[src/rtl/tensor_pingpong_if.sv]
// Producer, RAM-bank and consumer signals of the ping-pong tensor controller.
// Data is two's-complement int8 carried as raw bits; the controller never does arithmetic on it.
interface tensor_pingpong_if #(
   parameter int AW = 10,
   parameter int DW = 8
);
   logic          s_valid;
   logic          s_sof;
   logic [DW-1:0] s_data;
   logic [1:0]    ram_we;
   logic [AW-1:0] ram_waddr;
   logic [DW-1:0] ram_wdata;
   logic [AW-1:0] ram_raddr;
   logic [DW-1:0] ram_rdata0;
   logic [DW-1:0] ram_rdata1;
   logic          t_valid;
   logic          t_bank;
   logic          c_req;
   logic [AW-1:0] c_addr;
   logic          c_rvalid;
   logic [DW-1:0] c_rdata;
   logic          c_done;
   logic          frame_drop;
   logic          frame_err;
   logic [15:0]   drop_cnt;

   modport slave (
      input  s_valid, s_sof, s_data, ram_rdata0, ram_rdata1, c_req, c_addr, c_done,
      output ram_we, ram_waddr, ram_wdata, ram_raddr, t_valid, t_bank,
             c_rvalid, c_rdata, frame_drop, frame_err, drop_cnt
   );

   modport master (
      output s_valid, s_sof, s_data, ram_rdata0, ram_rdata1, c_req, c_addr, c_done,
      input  ram_we, ram_waddr, ram_wdata, ram_raddr, t_valid, t_bank,
             c_rvalid, c_rdata, frame_drop, frame_err, drop_cnt
   );
endinterface

[src/rtl/tensor_pingpong_ctrl.sv]
// Ping-pong sequencer for two 1W/1R tensor banks: producer fills the free bank, consumer reads the full one.
// Writes are combinational pass-through, reads return 1 cycle after c_req; producer is never stalled, frames drop.
module tensor_pingpong_ctrl #(
   parameter int DEPTH = 1024,
   parameter int AW    = 10,
   parameter int DW    = 8
) (
   input  logic              clk,
   input  logic              rst,
   tensor_pingpong_if.slave  bus
);
   typedef enum logic [1:0] {W_SYNC, W_FILL, W_SKIP} wstate_e;

   wstate_e       state_q, state_d;
   logic [1:0]    full_q, full_d;
   logic          wbank_q, wbank_d;
   logic          rbank_q, rbank_d;
   logic [AW-1:0] waddr_q, waddr_d;
   logic [15:0]   drop_cnt_q, drop_cnt_d;
   logic          frame_drop_q, frame_drop_d;
   logic          frame_err_q, frame_err_d;
   logic          c_rvalid_q, c_rvalid_d;
   logic          rd_bank_q, rd_bank_d;

   logic          sof_beat;
   logic          wr_en;
   logic          wr_last;
   logic [AW-1:0] wr_addr;
   logic          t_valid;
   logic [DW-1:0] rdata_mux;

   always_ff @(posedge clk or posedge rst) begin
      if (rst) begin
         state_q      <= W_SYNC;
         full_q       <= '0;
         wbank_q      <= 1'b0;
         rbank_q      <= 1'b0;
         waddr_q      <= '0;
         drop_cnt_q   <= '0;
         frame_drop_q <= 1'b0;
         frame_err_q  <= 1'b0;
         c_rvalid_q   <= 1'b0;
         rd_bank_q    <= 1'b0;
      end else begin
         state_q      <= state_d;
         full_q       <= full_d;
         wbank_q      <= wbank_d;
         rbank_q      <= rbank_d;
         waddr_q      <= waddr_d;
         drop_cnt_q   <= drop_cnt_d;
         frame_drop_q <= frame_drop_d;
         frame_err_q  <= frame_err_d;
         c_rvalid_q   <= c_rvalid_d;
         rd_bank_q    <= rd_bank_d;
      end
   end

   // Output process: which beat is written this cycle and where.
   always_comb begin
      sof_beat = bus.s_valid & bus.s_sof;
      wr_en    = 1'b0;
      wr_addr  = waddr_q;
      case (state_q)
         W_FILL: begin
            wr_en = bus.s_valid;
            if (sof_beat) wr_addr = '0;
         end
         default: begin
            if (sof_beat && !full_q[wbank_q]) begin
               wr_en   = 1'b1;
               wr_addr = '0;
            end
         end
      endcase
      wr_last = wr_en && (wr_addr == AW'(DEPTH - 1));
   end

   always_comb begin
      state_d      = state_q;
      full_d       = full_q;
      wbank_d      = wbank_q;
      rbank_d      = rbank_q;
      waddr_d      = waddr_q;
      drop_cnt_d   = drop_cnt_q;
      frame_drop_d = 1'b0;
      frame_err_d  = 1'b0;

      case (state_q)
         W_FILL: frame_err_d = sof_beat;
         default: begin
            // W_SYNC and W_SKIP judge a sof identically; only a W_FILL sof restarts in place.
            if (sof_beat) begin
               if (full_q[wbank_q]) begin
                  frame_drop_d = 1'b1;
                  if (drop_cnt_q != 16'hFFFF) drop_cnt_d = drop_cnt_q + 16'd1;
                  state_d = W_SKIP;
               end else begin
                  state_d = W_FILL;
               end
            end
         end
      endcase

      if (wr_en) waddr_d = wr_addr + AW'(1);
      if (wr_last) begin
         full_d[wbank_q] = 1'b1;
         wbank_d         = ~wbank_q;
         waddr_d         = '0;
         state_d         = W_SYNC;
      end

      // A full read bank can never be the write target, so this never collides with wr_last.
      if (bus.c_done && t_valid) begin
         full_d[rbank_q] = 1'b0;
         rbank_d         = ~rbank_q;
      end

      c_rvalid_d = bus.c_req & t_valid;
      rd_bank_d  = rbank_q;
   end

   assign t_valid   = full_q[rbank_q];
   assign rdata_mux = rd_bank_q ? bus.ram_rdata1 : bus.ram_rdata0;

   assign bus.ram_we     = wr_en ? (wbank_q ? 2'b10 : 2'b01) : 2'b00;
   assign bus.ram_waddr  = wr_addr;
   assign bus.ram_wdata  = bus.s_data;
   assign bus.ram_raddr  = bus.c_addr;
   assign bus.t_valid    = t_valid;
   assign bus.t_bank     = rbank_q;
   assign bus.c_rvalid   = c_rvalid_q;
   assign bus.c_rdata    = c_rvalid_q ? rdata_mux : '0;
   assign bus.frame_drop = frame_drop_q;
   assign bus.frame_err  = frame_err_q;
   assign bus.drop_cnt   = drop_cnt_q;
endmodule

[src/flat_wrapper.sv]
// flat-port wrapper written by rule: the top's interface ports become plain ports
module tensor_pingpong_ctrl_flat 
#(
   parameter int DEPTH = 1024,
   parameter int AW    = 10,
   parameter int DW    = 8
)
  (clk, rst, bus_s_valid, bus_s_sof, bus_s_data, bus_ram_rdata0, bus_ram_rdata1, bus_c_req, bus_c_addr, bus_c_done, bus_ram_we, bus_ram_waddr, bus_ram_wdata, bus_ram_raddr, bus_t_valid, bus_t_bank, bus_c_rvalid, bus_c_rdata, bus_frame_drop, bus_frame_err, bus_drop_cnt);
  tensor_pingpong_if #(.AW(AW), .DW(DW)) bus_i ();
  input  logic clk;
  input  logic rst;
  input wire logic [$bits(bus_i.s_valid)-1:0] bus_s_valid;
  input wire logic [$bits(bus_i.s_sof)-1:0] bus_s_sof;
  input wire logic [$bits(bus_i.s_data)-1:0] bus_s_data;
  input wire logic [$bits(bus_i.ram_rdata0)-1:0] bus_ram_rdata0;
  input wire logic [$bits(bus_i.ram_rdata1)-1:0] bus_ram_rdata1;
  input wire logic [$bits(bus_i.c_req)-1:0] bus_c_req;
  input wire logic [$bits(bus_i.c_addr)-1:0] bus_c_addr;
  input wire logic [$bits(bus_i.c_done)-1:0] bus_c_done;
  output wire logic [$bits(bus_i.ram_we)-1:0] bus_ram_we;
  output wire logic [$bits(bus_i.ram_waddr)-1:0] bus_ram_waddr;
  output wire logic [$bits(bus_i.ram_wdata)-1:0] bus_ram_wdata;
  output wire logic [$bits(bus_i.ram_raddr)-1:0] bus_ram_raddr;
  output wire logic [$bits(bus_i.t_valid)-1:0] bus_t_valid;
  output wire logic [$bits(bus_i.t_bank)-1:0] bus_t_bank;
  output wire logic [$bits(bus_i.c_rvalid)-1:0] bus_c_rvalid;
  output wire logic [$bits(bus_i.c_rdata)-1:0] bus_c_rdata;
  output wire logic [$bits(bus_i.frame_drop)-1:0] bus_frame_drop;
  output wire logic [$bits(bus_i.frame_err)-1:0] bus_frame_err;
  output wire logic [$bits(bus_i.drop_cnt)-1:0] bus_drop_cnt;
  assign bus_i.s_valid = bus_s_valid;
  assign bus_i.s_sof = bus_s_sof;
  assign bus_i.s_data = bus_s_data;
  assign bus_i.ram_rdata0 = bus_ram_rdata0;
  assign bus_i.ram_rdata1 = bus_ram_rdata1;
  assign bus_i.c_req = bus_c_req;
  assign bus_i.c_addr = bus_c_addr;
  assign bus_i.c_done = bus_c_done;
  assign bus_ram_we = bus_i.ram_we;
  assign bus_ram_waddr = bus_i.ram_waddr;
  assign bus_ram_wdata = bus_i.ram_wdata;
  assign bus_ram_raddr = bus_i.ram_raddr;
  assign bus_t_valid = bus_i.t_valid;
  assign bus_t_bank = bus_i.t_bank;
  assign bus_c_rvalid = bus_i.c_rvalid;
  assign bus_c_rdata = bus_i.c_rdata;
  assign bus_frame_drop = bus_i.frame_drop;
  assign bus_frame_err = bus_i.frame_err;
  assign bus_drop_cnt = bus_i.drop_cnt;
  tensor_pingpong_ctrl #(.DEPTH(DEPTH), .AW(AW), .DW(DW)) u_core (.clk(clk), .rst(rst), .bus(bus_i));
endmodule
[config.mk]
export PLATFORM = sky130hd
export DESIGN_NAME = tensor_pingpong_ctrl_flat
export DESIGN_NICKNAME = d
export VERILOG_FILES = /design/src/rtl/tensor_pingpong_if.sv /design/src/rtl/tensor_pingpong_ctrl.sv /design/src/flat_wrapper.sv
export SDC_FILE = /design/constraint.sdc
export NUM_CORES = 1
export LEC_CHECK = 0
export ABC_AREA = 1
export CORE_MARGIN = 3
export CORE_UTILIZATION = 46
export CTS_CLUSTER_DIAMETER = 120
export DETAILED_ROUTE_END_ITERATION = 10
export PLACE_DENSITY = 0.95
export SLEW_MARGIN = 40
export SYNTH_ARGS = -nofsm -noshare
export SYNTH_HDL_FRONTEND = slang
export SYNTH_SLANG_ARGS = --single-unit
[constraint.sdc]
create_clock -name clk -period 4.25 [get_ports clk]
set_input_delay 0.85 -clock clk [delete_from_list [all_inputs] [get_ports clk]]
set_output_delay 0.85 -clock clk [all_outputs]
set_load 0.01 [all_outputs]
# Word level (Yosys, flattened, before mapping)

Cells that the tools add are included.

Add/sub/neg operators: 2
$lt $le $gt $ge: 4
Equality and inequality tests: 4
Muxes and demuxes: 29
Bitwise operators: 8
Reductions and logical operators: 10

Operator list:

| kind                    | number |
|---|---|
| $mux W10                | 5 |
| $add A16 B1 Y16 const B | 1 |
| $mux W2                 | 8 |
| $mux W8                 | 2 |
| $ne A16 B16 Y1 const B  | 1 |
| $mux W1                 | 12 |
| $add A10 B1 Y10 const B | 1 |
| $eq A10 B10 Y1 const B  | 1 |
| $logic_and A1 B1 Y1     | 5 |
| $lt A1 B2 Y1 const B    | 2 |
| $reduce_and A4 Y1       | 1 |
| $reduce_bool A2 Y1      | 2 |
| $not A1 Y1              | 3 |
| $and A1 B1 Y1           | 2 |
| $and A2 B2 Y2           | 1 |
| $demux W1 S1            | 2 |
| $eq A2 B1 Y1 const B    | 1 |
| $ge A1 B1 Y1 const B    | 2 |
| $ne A2 B1 Y1 const B    | 1 |
| $not A2 Y2              | 1 |
| $or A2 B2 Y2            | 1 |
| $reduce_and A2 Y1       | 1 |
| $logic_not A1 Y1        | 1 |

Bits in registers: 36
Input bits: 40
Output and inout port bits: 59

# Longest topological paths before layout

Gate-level depths: netlist (run 1).

Word-level depth: 11
Gate-level depth with buffers: 14

# Worst setup path before layout (run 1)

No wires, ideal clock.

Kind: input port to output port
From: input bus_s_sof
To: output bus_ram_we[0]
Arrival time: 1.772 ns
Required time: 3.400 ns
Path slack: 1.628 ns
Stages on the path: 8
Path buffers: 2
Path through: nand2_1 > inv_1 > nand3_2 > buf_6 > nand2_2 > inv_1 > buf_2 > nor2_1

Word-level cells in the longest chain between the ends: 5

RTL lines:

| element             | line                        | source |
|---|---|---|
| from (decl)         | flat_wrapper.sv:13          | `input wire logic [$bits(bus_i.s_sof)-1:0] bus_s_sof;` |
| $and A1 B1 Y1       | tensor_pingpong_ctrl.sv:60  | `sof_beat = bus.s_valid & bus.s_sof;` |
| $logic_and A1 B1 Y1 | tensor_pingpong_ctrl.sv:69  | `if (sof_beat && !full_q[wbank_q]) begin` |
| $mux W1             | tensor_pingpong_ctrl.sv:69  |  |
| $mux W1             | tensor_pingpong_ctrl.sv:63  | `case (state_q)` |
| $mux W2             | tensor_pingpong_ctrl.sv:125 | `assign bus.ram_we = wr_en ? (wbank_q ? 2'b10 : 2'b01) : 2'b00;` |
| to (decl)           | flat_wrapper.sv:20          | `output wire logic [$bits(bus_i.ram_we)-1:0] bus_ram_we;` |

No other way between the ends.

# Final worst setup path (run 1)

From: input bus_s_valid
To: output bus_ram_waddr[9]

Word-level cells in the longest chain between the ends: 4

RTL lines:

| element             | line                       | source |
|---|---|---|
| from (decl)         | flat_wrapper.sv:12         | `input wire logic [$bits(bus_i.s_valid)-1:0] bus_s_valid;` |
| $and A1 B1 Y1 *     | tensor_pingpong_ctrl.sv:60 |  |
| $logic_and A1 B1 Y1 | tensor_pingpong_ctrl.sv:69 |  |
| $mux W10            | tensor_pingpong_ctrl.sv:69 |  |
| $mux W10 *          | tensor_pingpong_ctrl.sv:63 |  |
| to (decl)           | flat_wrapper.sv:21         | `output wire logic [$bits(bus_i.ram_waddr)-1:0] bus_ram_waddr;` |

Every way passes the cells marked *; elsewhere a longest branch is shown, timed or not.

==> impl_metrics.yaml, run 1 <==
timing:
  tightest_slew_ps: 620
  hold_viol_final: 0
  setup_tns_ps: 0
  fin_crit_sh_pct: 84.6
  rsz0062_at_grt: "no"
  fmax_mhz: 278
  final_max_slew_viol_count: 0
  slew_headroom_pct: 58.6
  min_period_ps: 3600
  final.setup_skew_ps: 2.81
  setup_viol: 0
yosys:
  synthesis.nets: 334
  yosys.area_share.xor_xnor_pct: 7.35
  synth.top_cell.area_share_pct: 39.8
  yosysUniqueCellTypes: 27
  synth_top_area_cell: "dfrtp_1"
  synth_top_flop_cell: "dfrtp_1"
  ys_warn_count: 0
  ys_ff_latch: 36
  synth.yosys.seq_area_share_pct: 39.8
  synth_fa_ha_area_share_pct: 1.10
  syn_area_per_cell_sq_um: 7.76
  synth_commonest_cells: "nand2_1 (67), dfrtp_1 (36), inv_1 (35), nor2_1 (35), o21ai_0 (22)"
  synth_top_family_by_area: "simple AND/OR/NAND/NOR gates"
  synth_compound_area_share_pct: 6.41
  netlist_instances: 292
  async_flop_share_pct: 100
  muxShareOfSynthArea_pct: 0
  synth_edf_count: 0
  synth-simple-area-share_pct: 31.8
  synth_area_leaders: "dfrtp_1 (40%), nand2_1 (11%), buf_4 (6.6%)"
  syn-cell-area_sq_um: 2260
  yosysMostFrequentCell: "nand2_1"
critical_path:
  path_class: "in2out"
  reg2reg_to: "u_core.waddr_q[3]$_DFFE_PP0P_"
  cp.required_ps: 3400
  slowest_delay_ps: 580
  end_kind: "output pin"
  reg2reg_from: "u_core.wbank_q$_DFFE_PP0N_"
  ff2ff_path_depth: 12
  critPathSlowestCell: "clkdlybuf4s50_1"
  ff2ff_setup_slack_ps: 1770
  start_kind: "primary input"
  cp_max_fo: 10
  critPathArrivalTime_ps: 2750
  crit_path_cell_trace: "clkdlybuf4s50_1 -> nand2_1 -> inv_1 -> nand3_2 -> buf_4 -> nand2_1 -> nor2_2 -> clkdlybuf4s50_1"
floorplan:
  die_area_sq_um: 5800
  ios: 99
  rows: 24
  start_util_pct: 49.6
  die_x_um: 76.2
  dieHeight_um: 76.2
  core_area_sq_um: 4560
final_layout:
  ff_latch_area_sq_um: 901
  diodes: 0
  fillers: 391
  final_util_pct: 63.8
  area_growth_pct: 28.7
  nNetsFinal: 383
  multiInputGateArea_sq_um: 1060
  post_route_cells_drive_above_1_share_pct: 7.62
placed_design:
  gp_congestion: 0.900
  hpwlAfterDp_um: 4180
  portBuffers: 62
global_routing:
  grt_usage_pct: 19.1
  grt_pass1_vias: 2041
  grt_max_degree: 37
  antenna_found_initial: 0
  grt-ovfl-total: 0
  grt_pass1_wl_um: 9290
cts:
  htreeDepth: 2
  holdBufCountCts: 0
  cts_resized: 0
  numClockSinks: 36
  cts_tree: "built"
  clk-insertion-delay-late_ps: 280
  path_clk_slew_ps: 60
  numCtsBuffers: 5
  clockRootBuffer: "clkbuf_8"
  post-cts-setup-buffers: 0
  clk_path_buf_depth: 2
min_path:
  holdPathStages: 0
  hold_class: "reg2reg"
  hold_start: "u_core.bus.t_bank$_DFFE_PP0P_"
  worst_hold_path.endpoint: "u_core.rd_bank_q$_DFF_PP0_"
power_and_ir_drop:
  power.leakage_nw: 1.34
  power.internal_uw: 783
  switching_power_uw: 428
  clockPowerShare_pct: 21.0
  ir_drop_uv: 281
  p_comb_share_pct: 37.5
  power_density_nw_per_um2: 416
  switching_share_pct: 35.3
  seqPwrFrac_pct: 41.5
route:
  wl_per_cell_um: 13.1
  drtPass1Iterations: 4
  num_vias: 2070
  viasPerCell: 5.10
  ant_nets: 0
  wl_um: 5320
  drc: 0
  drtIter0Drc: 86
run:
  drv_cap: 0
run_status:
  outcome: "finished clean"
==> cell usage in the layout, fill, tap and decap left out, types with 2 or more instances in the layout <==
master | synthesis | final
nand2_1 | 67 | 67
nand2_2 | 2 | 2
nand3_2 | 3 | 3
nand4_4 | 2 | 2
ha_1 | 2 | 2
nor4_1 | 2 | 2
o21ai_0 | 22 | 22
nor2_4 | 3 | 3
a21oi_1 | 2 | 2
xnor2_1 | 4 | 4
nand3_1 | 16 | 16
buf_4 | 20 | 3
clkbuf_8 | 0 | 7
inv_1 | 35 | 35
nor3_1 | 4 | 4
dfrtp_1 | 36 | 36
clkdlybuf4s50_1 | 0 | 62
nor2_1 | 35 | 35
xor2_1 | 15 | 15
nand4_1 | 10 | 10
nor2_2 | 2 | 2
a21oi_2 | 2 | 2
==> worst max-delay path by stage <==
stage	startpoint	slack (ps)	endpoint	cells past startpoint
final	bus_s_valid	650	bus_ram_waddr[9]	8
after global routing	bus_s_valid	560	bus_ram_we[0]	8
after CTS	bus_s_valid	660	bus_ram_waddr[9]	8
after detailed placement	bus_s_valid	660	bus_ram_we[0]	8
after global placement	bus_s_valid	730	bus_ram_waddr[9]	8
after floorplan	bus_s_sof	1630	bus_ram_we[0]	8
==> sequential cells by signal, indices dropped and copies added, names as in the netlist <==
signal                 flops
u_core.waddr_q            10
u_core.bus.frame_drop      1
u_core.bus.frame_err       1
u_core.wbank_q             1
u_core.bus.c_rvalid        1
u_core.bus.drop_cnt       16
u_core.bus.t_bank          1
u_core.state_q             2
u_core.full_q              2
u_core.rd_bank_q           1
==> through the flow <==
step	setup WS [ps]	cells	area [sq um]	hold slack (ps)	power, mW
6_report	653	406	2910	464	1.21
3_5_place_dp	663	399	2820	460	0.967
5_1_grt	560	406	2910	497	1.30
3_3_place_gp	725	399	2820	441	0.946
2_1_floorplan	1630	292	2260	449	0.750
4_1_cts	655	406	2910	474	1.23
==> worst max-delay path: cells and delay by family <==
kind	cells	cell delay (ps)
buffers and inverters	4	1270
and+or+nand+nor	4	610
==> cells by family after synthesis <==
family          count (synthesis)
buf+inv                        59
simple gates                  149
xor+xnor                       19
compound gates                 27
flops                          36
fa+ha+maj                       2
==> cell type report <==
| cell class | instances | area share [%] |
|---|---|---|
| Clock buffer | 7 | 3.31 |
| Multi-Input combinational cell | 197 | 36.3 |
| Inverter | 36 | 4.64 |
| Timing Repair Buffer | 65 | 22.1 |
| Sequential cell | 36 | 30.9 |
| Tap cell | 65 | 2.79 |
==> power groups by stage <==
stage / logic [mW] / registers [mW] / clock network (mW)
2_1_floorplan: 0.241 / 0.509 / 0
3_3_place_gp: 0.445 / 0.502 / 0
3_5_place_dp: 0.458 / 0.508 / 0
4_1_cts: 0.459 / 0.503 / 0.264
5_1_grt: 0.504 / 0.513 / 0.279
6_report: 0.454 / 0.502 / 0.255
==> metal layers <==
metal	wire, um	GRT usage (%)	vias to the layer above
met3	410	4.49	14
li1	-	-	1005
met2	2700	34.8	91
met4	89	8.15	0
met5	0	0	-
met1	2120	21.2	960
Power figures use the tool's default switching activity.
==> inputs of run 2 (changes only) <==
CORE_UTILIZATION = 38   (was 46)
PLACE_DENSITY = 0.87   (was 0.95)
clock period = 2.9 ns   (was 4.25 ns; I/O delays follow)
==> run 2 against run 1 <==
- die area grew 19%
- first-iteration DRC count shrank 27%
- global-route usage shrank 2.0 points
- critical path depth is the same
- highest routed layer unchanged
==> impl_metrics.yaml, run 2 (same netlist as run 1, synthesis figures left out) <==
global_routing:
  grt_usage_pct: 17.2
  grt_pass1_wl_um: 9890
  grt_pass1_vias: 2072
  grt_max_degree: 37
  antenna_found_initial: 0
  grt-ovfl-total: 0
route:
  num_vias: 2066
  drtIter0Drc: 63
  highest_layer: "met4"
  met2_length_um: 2870
  ant_nets: 0
  wl_um: 5710
  wl_met1_um: 2310
  drc: 0
  viasPerCell: 4.90
  wl_met3_um: 423
  drtPass1Iterations: 4
  wl_per_cell_um: 13.5
placed_design:
  gp_congestion: 0.864
  portBuffers: 62
  hpwlAfterDp_um: 4500
run:
  drv_cap: 0
critical_path:
  reg2reg_from: "u_core.wbank_q$_DFFE_PP0N_"
  critPathArrivalTime_ps: 2210
  ff2ff_path_depth: 12
  end_kind: "output pin"
  ff2ff_setup_slack_ps: 680
  cp_max_fo: 10
  path_class: "in2out"
  start_kind: "primary input"
  cp.required_ps: 2320
  reg2reg_to: "u_core.waddr_q[3]$_DFFE_PP0P_"
cts:
  path_clk_slew_ps: 70
  numCtsBuffers: 5
  cts_tree: "built"
  numClockSinks: 36
  htreeDepth: 2
  clk-insertion-delay-late_ps: 280
  clockRootBuffer: "clkbuf_8"
  clk_path_buf_depth: 2
  post-cts-setup-buffers: 0
timing:
  slew_headroom_pct: 66.9
  setup_viol: 0
  final_max_slew_viol_count: 0
  min_period_ps: 2790
  hold_viol_final: 0
  fin_crit_sh_pct: 96.1
  fmax_mhz: 359
  holdWs_ps: 486
  tightest_slew_ps: 492
  final.setup_skew_ps: 5.32
final_layout:
  post_route_cells_drive_above_1_share_pct: 11.4
  area_growth_pct: 33.4
  largest_reg_flops: 16
  diodes: 0
  final_cell_mix: "nand2_1 (65), clkdlybuf4s50_1 (60), dfrtp_1 (36)"
  nNetsFinal: 391
  final_common_cell: "nand2_1"
  fillers: 528
floorplan:
  die_x_um: 83.2
  ios: 99
  rows: 27
  core_area_sq_um: 5640
  dieHeight_um: 83.2
  die_area_sq_um: 6920
  start_util_pct: 40.1
power_and_ir_drop:
  ir_drop_uv: 343
  power.leakage_nw: 1.41
  p_total_mw: 1.85
  power_density_nw_per_um2: 613
min_path:
  holdPathStages: 0
  worst_hold_path.endpoint: "u_core.rd_bank_q$_DFF_PP0_"
  hold_class: "reg2reg"
  hold_start: "u_core.bus.t_bank$_DFFE_PP0P_"
run_status:
  outcome: "finished clean"
-- run 2: cell count changes in the layout (fill, tap and decap cells not counted), sizes merged --
cell           before  now
clkbuf              7    6
clkinv              0    1
dlymetal6s2s        0    2
clkdlybuf4s50      62   60
bufinv              0    1
buf                 3   11
-- run 2: worst max path at each step --
stage                      startpoint                       endpoint  cells after the start
after CTS                 bus_s_valid               bus_ram_waddr[6]                      7
after floorplan             bus_s_sof  u_core.waddr_q[5]$_DFFE_PP0P_                     14
after detailed placement  bus_s_valid               bus_ram_waddr[6]                      7
after global placement    bus_s_valid               bus_ram_waddr[6]                      7
after global routing      bus_s_valid                  bus_ram_we[0]                      8
final                     bus_s_valid               bus_ram_waddr[8]                      8
-- run 2: power breakdown --
part / total [mW] / internal [mW] / switching, mW
Combinational: 0.686 / 0.341 / 0.345
Sequential: 0.733 / 0.608 / 0.124
Clock: 0.433 / 0.255 / 0.178
-- run 2: layer usage --
layer  GRT usage, %  up-vias
met1           19.7      952
met3           6.15       17
li1               -     1024
met2           30.0       73
met4           4.75        0
met5              0        -
-- run 2: cell type report --
class	instances	area, sq um	area share (%)
clock buffers	6	72.6	2.40
clock inverters	2	35.0	1.16
inverters	36	135	4.47
multi-input cells	197	1070	35.5
flip-flops and latches	36	901	29.8
well taps	72	90.1	2.98
repair buffers	73	716	23.7
-- run 2: per-stage QoR --
| step | instance area (sq um) | TNS (ps) | setup WS (ps) | cells | util [%] |
|---|---|---|---|---|---|
| global placement | 2890 | 0 | 26.9 | 414 | 51.2 |
| finish | 3020 | 0 | 112 | 422 | 53.6 |
| CTS | 2990 | 0 | 34.5 | 422 | 53.1 |
| detailed placement | 2890 | 0 | 44.9 | 414 | 51.2 |
| floorplan | 2260 | 0 | 721 | 292 | - |
| global route | 3020 | -11.1 | -11.1 | 422 | 53.6 |
-- run 2: critical path: stages --
cell,delay [ps]
clkdlybuf4s50_1,430
nand2_2,100
inv_1,70
nand2_1,130
buf_6,180
nand3_4,80
inv_1,90
clkdlybuf4s50_1,540
-- run 2: repair_timing --
| item | in CTS | in global routing |
|---|---|---|
| hold buffers | 0 | 0 |
| endpoints found under the hold margin | 0 | 0 |
| gates resized for setup | 0 | 10 |
| setup endpoints to repair | 0 | 8 |
